`config.mk`:
```
export PLATFORM = sky130hd
export DESIGN_NAME = uart_tx_scheduler
export DESIGN_NICKNAME = d
export VERILOG_FILES = /design/src/rtl/uart_tx_scheduler.sv
export SDC_FILE = /design/constraint.sdc
export NUM_CORES = 1
export LEC_CHECK = 0
export CAP_MARGIN = 5
export CORE_UTILIZATION = 49
export DETAILED_ROUTE_END_ITERATION = 7
export PLACE_DENSITY = 0.8
export RECOVER_POWER = 25
export SETUP_SLACK_MARGIN = 0.05
export SLEW_MARGIN = 15
export SYNTH_ARGS = -nofsm -noshare
export SYNTH_HDL_FRONTEND = slang
export SYNTH_SLANG_ARGS = --single-unit
```
`constraint.sdc`:
```
create_clock -name clk -period 3.05 [get_ports clk]
set_input_delay 0.61 -clock clk [delete_from_list [all_inputs] [get_ports clk]]
set_output_delay 0.61 -clock clk [all_outputs]
set_load 0.02 [all_outputs]
```
`src/rtl/uart_tx_scheduler.sv`:
```
// Round-robin byte scheduler feeding a UART transmitter.
// REQ0 sends one byte, REQ1 sends a word LSB first; BUSY is tracked per byte.
module uart_tx_scheduler #(
  parameter int DATA_WIDTH   = 8,
  parameter int BUSY_TIMEOUT = 4
) (
  input  logic                    clk,
  input  logic                    rst,
  input  logic                    sched_en,
  input  logic                    req0_valid,
  input  logic [DATA_WIDTH-1:0]   req0_data,
  output logic                    req0_ack,
  input  logic                    req1_valid,
  input  logic [2*DATA_WIDTH-1:0] req1_data,
  output logic                    req1_ack,
  input  logic                    tx_busy,
  output logic [DATA_WIDTH-1:0]   tx_p_data,
  output logic                    tx_data_valid,
  output logic                    sched_busy,
  output logic                    timeout_err
);

  localparam int DW = DATA_WIDTH;
  localparam int CW = $clog2(BUSY_TIMEOUT + 1);
  localparam logic [CW-1:0] TMO = CW'(BUSY_TIMEOUT);

  typedef enum logic [1:0] {
    IDLE, SEND, WAIT_HI, WAIT_LO
  } state_t;

  state_t          state, state_nxt;
  logic [2*DW-1:0] hold, hold_nxt;
  logic [DW-1:0]   byte_nxt;
  logic [CW-1:0]   cnt, cnt_nxt;
  logic            idx, idx_nxt;
  logic            two, two_nxt;
  logic            last1, last1_nxt;
  logic            gnt0, gnt1, tmo;

  always_comb begin
    state_nxt = state;
    hold_nxt  = hold;
    idx_nxt   = idx;
    two_nxt   = two;
    last1_nxt = last1;
    cnt_nxt   = cnt;
    gnt0      = 1'b0;
    gnt1      = 1'b0;
    tmo       = 1'b0;
    unique case (state)
      IDLE: begin
        if (sched_en && !tx_busy) begin
          // last1 set means REQ0 wins a tie
          if (req0_valid && (!req1_valid || last1))
            gnt0 = 1'b1;
          else if (req1_valid)
            gnt1 = 1'b1;
        end
        if (gnt0) begin
          hold_nxt  = {{DW{1'b0}}, req0_data};
          two_nxt   = 1'b0;
          last1_nxt = 1'b0;
        end
        if (gnt1) begin
          hold_nxt  = req1_data;
          two_nxt   = 1'b1;
          last1_nxt = 1'b1;
        end
        if (gnt0 || gnt1) begin
          idx_nxt   = 1'b0;
          state_nxt = SEND;
        end
      end
      SEND: begin
        cnt_nxt   = '0;
        state_nxt = WAIT_HI;
      end
      WAIT_HI: begin
        if (tx_busy) begin
          state_nxt = WAIT_LO;
        end else begin
          cnt_nxt = (cnt == TMO) ? cnt : cnt + CW'(1);
          if (cnt_nxt == TMO) begin
            tmo       = 1'b1;
            state_nxt = IDLE;
          end
        end
      end
      WAIT_LO: begin
        if (!tx_busy) begin
          if (two && !idx) begin
            idx_nxt   = 1'b1;
            state_nxt = SEND;
          end else begin
            state_nxt = IDLE;
          end
        end
      end
      default: state_nxt = IDLE;
    endcase
  end

  assign byte_nxt   = idx_nxt ? hold_nxt[2*DW-1:DW]
                              : hold_nxt[DW-1:0];
  assign sched_busy = (state != IDLE);

  always_ff @(posedge clk or posedge rst) begin
    if (rst) begin
      state         <= IDLE;
      hold          <= '0;
      idx           <= 1'b0;
      two           <= 1'b0;
      last1         <= 1'b1;
      cnt           <= '0;
      req0_ack      <= 1'b0;
      req1_ack      <= 1'b0;
      tx_p_data     <= '0;
      tx_data_valid <= 1'b0;
      timeout_err   <= 1'b0;
    end else begin
      state         <= state_nxt;
      hold          <= hold_nxt;
      idx           <= idx_nxt;
      two           <= two_nxt;
      last1         <= last1_nxt;
      cnt           <= cnt_nxt;
      req0_ack      <= gnt0;
      req1_ack      <= gnt1;
      tx_data_valid <= (state_nxt == SEND);
      timeout_err   <= tmo;
      if (state_nxt == SEND)
        tx_p_data <= byte_nxt;
    end
  end

endmodule

```
-- Word-level counts from Yosys, hierarchy flattened
Index checks and enable logic that the tools add are counted.
- bits in registers: 36
- input port bits: 30
- output and inout bits: 13
- logic and storage cells: 64
- add/sub/neg operators: 1
- equal/unequal tests: 7
- mux-type cells: 31
- reductions and logical operators: 14
- operators with widths (cell ; count):
    two-way mux 16 bit ; 3
    two-way mux 1 bit ; 18
    two-way mux 2 bit ; 4
    two-way mux 8 bit ; 1
    case mux 2 bit (4 select lines) ; 1
    equality test 3 bit, second input constant ; 2
    two-way mux 3 bit ; 2
    case mux 3 bit (2 select lines) ; 1
    nonzero test 2 bit ; 3
    equality test 2 x 1 -> 1 bit, second input constant ; 2
    equality test 2 bit, second input constant ; 2
    AND reduction 2 bit ; 2
    adder 3 x 1 -> 3 bit, second input constant ; 1
    logical AND 1 bit ; 3
    zero test 1 bit ; 3
    zero test 2 bit ; 1
    logical OR 1 bit ; 2
    != test 2 bit, second input constant ; 1
    case mux 1 bit (2 select lines) ; 1

-- Logic depth before layout (Yosys ltp)
- word-level depth: 10
- depth in mapped cells: 9
- mapped depth without buffers: 8

-- Worst setup path after synthesis
Ideal clock, no wire load.
- path kind: register to register
- start point: register cnt[0]
- end point: register tx_p_data[0]
- library setup time: 0.125 ns
- arrival time: 2.316 ns
- data required time: 2.925 ns
- slack: 0.610 ns
- stages on the path, launching flop included: 9
- path buffers: 0
- period minus slack after synthesis: 2.440 ns
- path through: dfrtp_1 inv_1 ha_1 or3b_1 a311oi_2 or3_1 o221ai_2 a211oi_4 mux2_2
- word-level cells in the longest chain between the ends: 7
- elaborated cells between the ends (all ways): 8
- classes of those cells: 1 x add/sub; 3 x eq/ne; 4 x mux
- RTL lines (element ; line ; source):
    start, declared ; 34 ; logic [CW-1:0] cnt, cnt_nxt;
    start signal, assigned ; 126 ; cnt <= cnt_nxt;
    adder 3 x 1 -> 3 bit or equality test 3 bit (tied branches) ; 82 ; cnt_nxt = (cnt == TMO) ? cnt : cnt + CW'(1);
    two-way mux 3 bit * ; 82 ;
    equality test 3 bit * ; 83 ; if (cnt_nxt == TMO) begin
    two-way mux 2 bit * ; 83 ;
    two-way mux 2 bit * ; 79 ; if (tx_busy) begin
    case mux 2 bit (4 select lines) * ; 50 ; unique case (state)
    net state_nxt[1] ; 31 ; state_t state, state_nxt;
    equality test 2 x 1 -> 1 bit * ; 131 ; if (state_nxt == SEND)
    end signal, assigned ; 132 ; tx_p_data <= byte_nxt;
    end, declared ; 17 ; output logic [DATA_WIDTH-1:0] tx_p_data,
The timed path passes the listed nets; every way through them passes the cells marked *.
A chain may end at the register's enable or synchronous reset.

-- Final worst setup path
- start point: register cnt[0]
- end point: register tx_p_data[4]
The elaborated chain is that of the path after synthesis.

==> results.md <==
- Walking the worst path, the cells encountered are inv_1, ha_1, or3b_1, a311oi_2, or3_1, o221ai_2, a211oi_4, buf_4, mux2_2.
- The worst hold path passes through 2 cells.
- Global routing finished with a remaining overflow of 0.
- The number of gates resized after cts is 0.
- The number of clock buffers added by TritonCTS is 5.
- The clock latency reported for the late side of the worst-skew pair is 0.35 ns.
- Across the routed clock network, the largest skew measured is 0.009139 ns.
- For this design the ratio of total power to cell area is 966.8 nW/um2.
- The transition time at the pin with the least slew margin is 1.837 ns.
- The cell at the root of the clock tree is sky130_fd_sc_hd__clkbuf_4.
- The number of global-route vias before repair came to 1419.
- The placed instances occupy a cell area of 2236 um2.
- The layout net count is approximately 240.
- The kind of start point of the critical path is a flop.
- The reg2reg setup slack is ~0.4 ns.
- The startpoint identified for the worst register-to-register timing path is cnt[0]$_DFFE_PP0P_.
- The final weighted congestion in routability-driven placement is 0.7841.
- The sequential area share after synthesis is about half.
- The number of cells in the design after placement is 246.
- The count of nets left with antenna violations once routing finished came out at 0.
- Of all nets on the critical path, the largest fanout is 9.
- The pre-antenna-repair detailed-routing pass consisted of 4 iterations.
- The cell row count is 21.
- The post-synth design cell area is 1747 um2.
- The average cell area after synthesis is 11.13 um2.
- In the final layout, the share of cells above drive strength 1 is 19.23%.
- The deepest clock path buffer count is 2.
- The floorplan step defined a core boundary enclosing 3363 um2.
- The total negative slack is 0 ns.
- The number of setup violations in the final report is 0.
- The worst path in the final design needs a cycle of 2.643 ns, including I/O delays and setup.
- The element type at the critical path end is a flop.
- In the routed design, unresolved DRC markers number 0.
- In this run, synthesis produced a sequential element count of 36.
- The final reports fail on capacitance limit, slew limit.
- The antenna diode instance count is 0.
- The synthesized design contains 0 enable-type register cells.
- Summed over all cells, the static leakage comes to 0.0009806 uW.
- The main flop type after synthesis is sky130_fd_sc_hd__dfrtp_1.
- After routing the design area is 2308 um2.
- The count of final max-slew check failures is 37.
- After detailed routing, the total wire length is 3.830 mm.
- The run finished, with violations left.
- IR analysis of the VDD net gives a maximum drop of approximately 0.55 mV.
- The number of input and output port buffers inserted is 42.
- The half-perimeter wire length after placement is 2.808 mm.
- The capturing point of the worst reg2reg path is tx_p_data[4]$_DFFE_PP0N_.
- In this run the biggest area consumer among cell types represents 50.14% of the synthesized area.
- In the routed layout, each cell is associated on average with a via count of 5.551.
- On the worst path, the slowest cell contributes a delay of 0.45 ns.
- The count of max-cap constraint violations is 1.
- The pin count of the biggest net entering global routing is 37.
- The critical path in this run is classified as reg2reg.
- After clock tree synthesis, the flow added hold-fix buffers numbering 0.
- The first global-routing pass estimated 6.341 mm of wire.
- After detailed routing, the average wire length per cell comes to 15.08 um.
- The clock tree from TritonCTS is built.
- The data required time of the critical path is 3.28 ns.
- The cell count after synthesis is 157.
- The number of cells on the worst reg-to-reg path is 9.
- The number of warnings reported in the yosys synthesis log is 0.
- The critical path arrival is 2.88 ns.
- Summed over all instances, the cell type with the most area after synthesis is sky130_fd_sc_hd__dfrtp_1.
- In this run the vertical extent of the chip is 61.71 um.
- The tightest min-delay check is of the reg2reg type.
- The total power is 2232 uW.
- The worst-path cell with the longest stage delay is sky130_fd_sc_hd__dfrtp_1.
- The area growth from synthesis to final layout is 32.16%.
- During I/O placement, the number of pins put on the boundary was 43.
- The initial antenna violation count came to 0.
- In this run the tightest slew margin relative to its limit is -22.45%.
- Static timing analysis puts the maximum clock frequency at roughly 380 MHz.
- The number of design-rule violations left by the first detailed-router iteration is 90.
- The starting density of the core is around half.
- CTS built an H-tree with a depth of 2.
- In the post-synthesis netlist, the biggest area contributors are sky130_fd_sc_hd__dfrtp_1 (50%), sky130_fd_sc_hd__mux2_2 (10%), sky130_fd_sc_hd__ha_1 (5.0%), sky130_fd_sc_hd__nor2_1 (4.1%), sky130_fd_sc_hd__a22o_2 (3.4%).
- For hold timing, the worst endpoint is last1$_DFFE_PP1P_.
- Counting every sink on the clock net gives 36.
- The routed layout has about 1400 vias.
- In the global route stage, overall resource usage came out at around a quarter.
- The number of standard cells in the layout, taps in and fillers out is 254.
- The start point of the worst min-delay path is last1$_DFFE_PP1P_.
- Setup repair after global routing left no endpoint under its margin.
- The launching element of the worst setup path is cnt[0]$_DFFE_PP0P_.
- The number of different library cells in the post-synthesis netlist is 37.
- After clock tree synthesis, the clock-pin slew on the worst setup and hold paths is 0.10 ns.
- The number of nets in the synthesized netlist is 194.
- The die covers 3808 um2.
- The portion of the clock cycle consumed by the worst path in the final layout is 86.66%.
- Once the clock tree was built, the setup fixing pass inserted 0 buffers.
- The x dimension of the die is 61.71 um.
- The async set-reset flop share out of synthesis is 100.0%.
- The hold violation total from the final report is 0.
-- per-layer routing --
metal	part of all wire [%]	routed length [um]	GRT usage (%)
met1	44	1691	30.64
met2	49	1884	38.56
met3	6.1	233	7.039
met4	0.55	21	9.524
met5	0	0	0
-- cells by family (layout without fill, tap and decap cells) --
family                     after synthesis  count (layout)  share of synthesized area, %
and+or+nand+nor                         46              46                         12.97
buffers and inverters                   13              64                         3.223
AOI/OAI and AO/OA                       39              39                         16.83
adders and majority gates                7               7                         5.014
DFF                                     36              36                         51.65
muxes                                   16              16                         10.32
-- power breakdown --
part	internal, uW	switching [uW]
registers	697	108
clock network	172	153
logic	569	533
total	1440	794
-- synth_stat cells (all sizes together) (2+ instances only) --
cell type / n
inv: 9
clkbuf: 2
o21ai: 8
mux2: 16
nor2: 19
o22ai: 8
a22o: 8
nand2: 11
nand2b: 3
dfrtp: 35
a311oi: 2
nand3: 3
ha: 7
a21oi: 7
-- worst max-delay path: cells and delay by family, from the launching register on --
kind	cells	cell delay (ns)
adder cells (fa/ha/maj)	1	0.24
buffers and inverters	2	0.32
AND/OR/NAND/NOR	2	0.56
AO/OA/AOI/OAI	3	0.62
multiplexers	1	0.35
flip-flops	1	0.45
-- stage by stage --
step	utilization, %	worst slack [ns]	hold slack (ns)
final	68.64	0.4069	0.4788
after global routing	68.64	0.2393	0.5049
after CTS	68.75	0.4252	0.4827
after detailed placement	66.48	0.3513	0.4653
after global placement	66.48	0.4160	0.4544
after floorplan	-	0.6095	0.4435
-- layout by cell type, fill, tap and decap left out, types with 2 or more instances in the layout --
cell type	synthesis	final
sky130_fd_sc_hd__buf_4	0	3
sky130_fd_sc_hd__ha_1	7	7
sky130_fd_sc_hd__nand2_1	10	10
sky130_fd_sc_hd__nand3_1	3	3
sky130_fd_sc_hd__clkbuf_1	2	2
sky130_fd_sc_hd__nor2_1	19	19
sky130_fd_sc_hd__clkbuf_4	0	5
sky130_fd_sc_hd__clkdlybuf4s50_1	0	41
sky130_fd_sc_hd__o21ai_0	7	7
sky130_fd_sc_hd__mux2_2	16	16
sky130_fd_sc_hd__a21oi_1	7	7
sky130_fd_sc_hd__inv_1	9	9
sky130_fd_sc_hd__a22o_2	6	6
sky130_fd_sc_hd__o22ai_1	8	8
sky130_fd_sc_hd__a22o_1	2	2
sky130_fd_sc_hd__nand2b_1	3	3
sky130_fd_sc_hd__dfrtp_1	35	35
-- sequential cells by signal (all words and copies together), names as in the netlist --
register and flops:
state 2, hold 16, tx_data_valid 1, two 1, last1 1, timeout_err 1, req1_ack 1, idx 1
req0_ack 1, tx_p_data 8, cnt 3
-- worst max path at each step --
stage	end	slack [ns]	depth (start not counted)
2_1_floorplan	tx_p_data[0]$_DFFE_PP0N_	0.61	8
3_3_place_gp	tx_p_data[3]$_DFFE_PP0N_	0.42	7
3_5_place_dp	tx_p_data[5]$_DFFE_PP0N_	0.35	7
4_1_cts	tx_p_data[4]$_DFFE_PP0N_	0.43	9
5_1_grt	hold[4]$_DFF_PP0_	0.24	3
6_report	tx_p_data[4]$_DFFE_PP0N_	0.41	9
-- cell type report --
cell class	count	area (um2)
clock inverter	2	35.03
fill	278	1055
tap	46	57.56
clock buffer	6	41.29
sequential	36	902.1
multi-input combinational	108	788.3
timing repair buffer	46	446.7
inverter	10	37.54
Note: power is estimated with default switching activity, not from simulation.
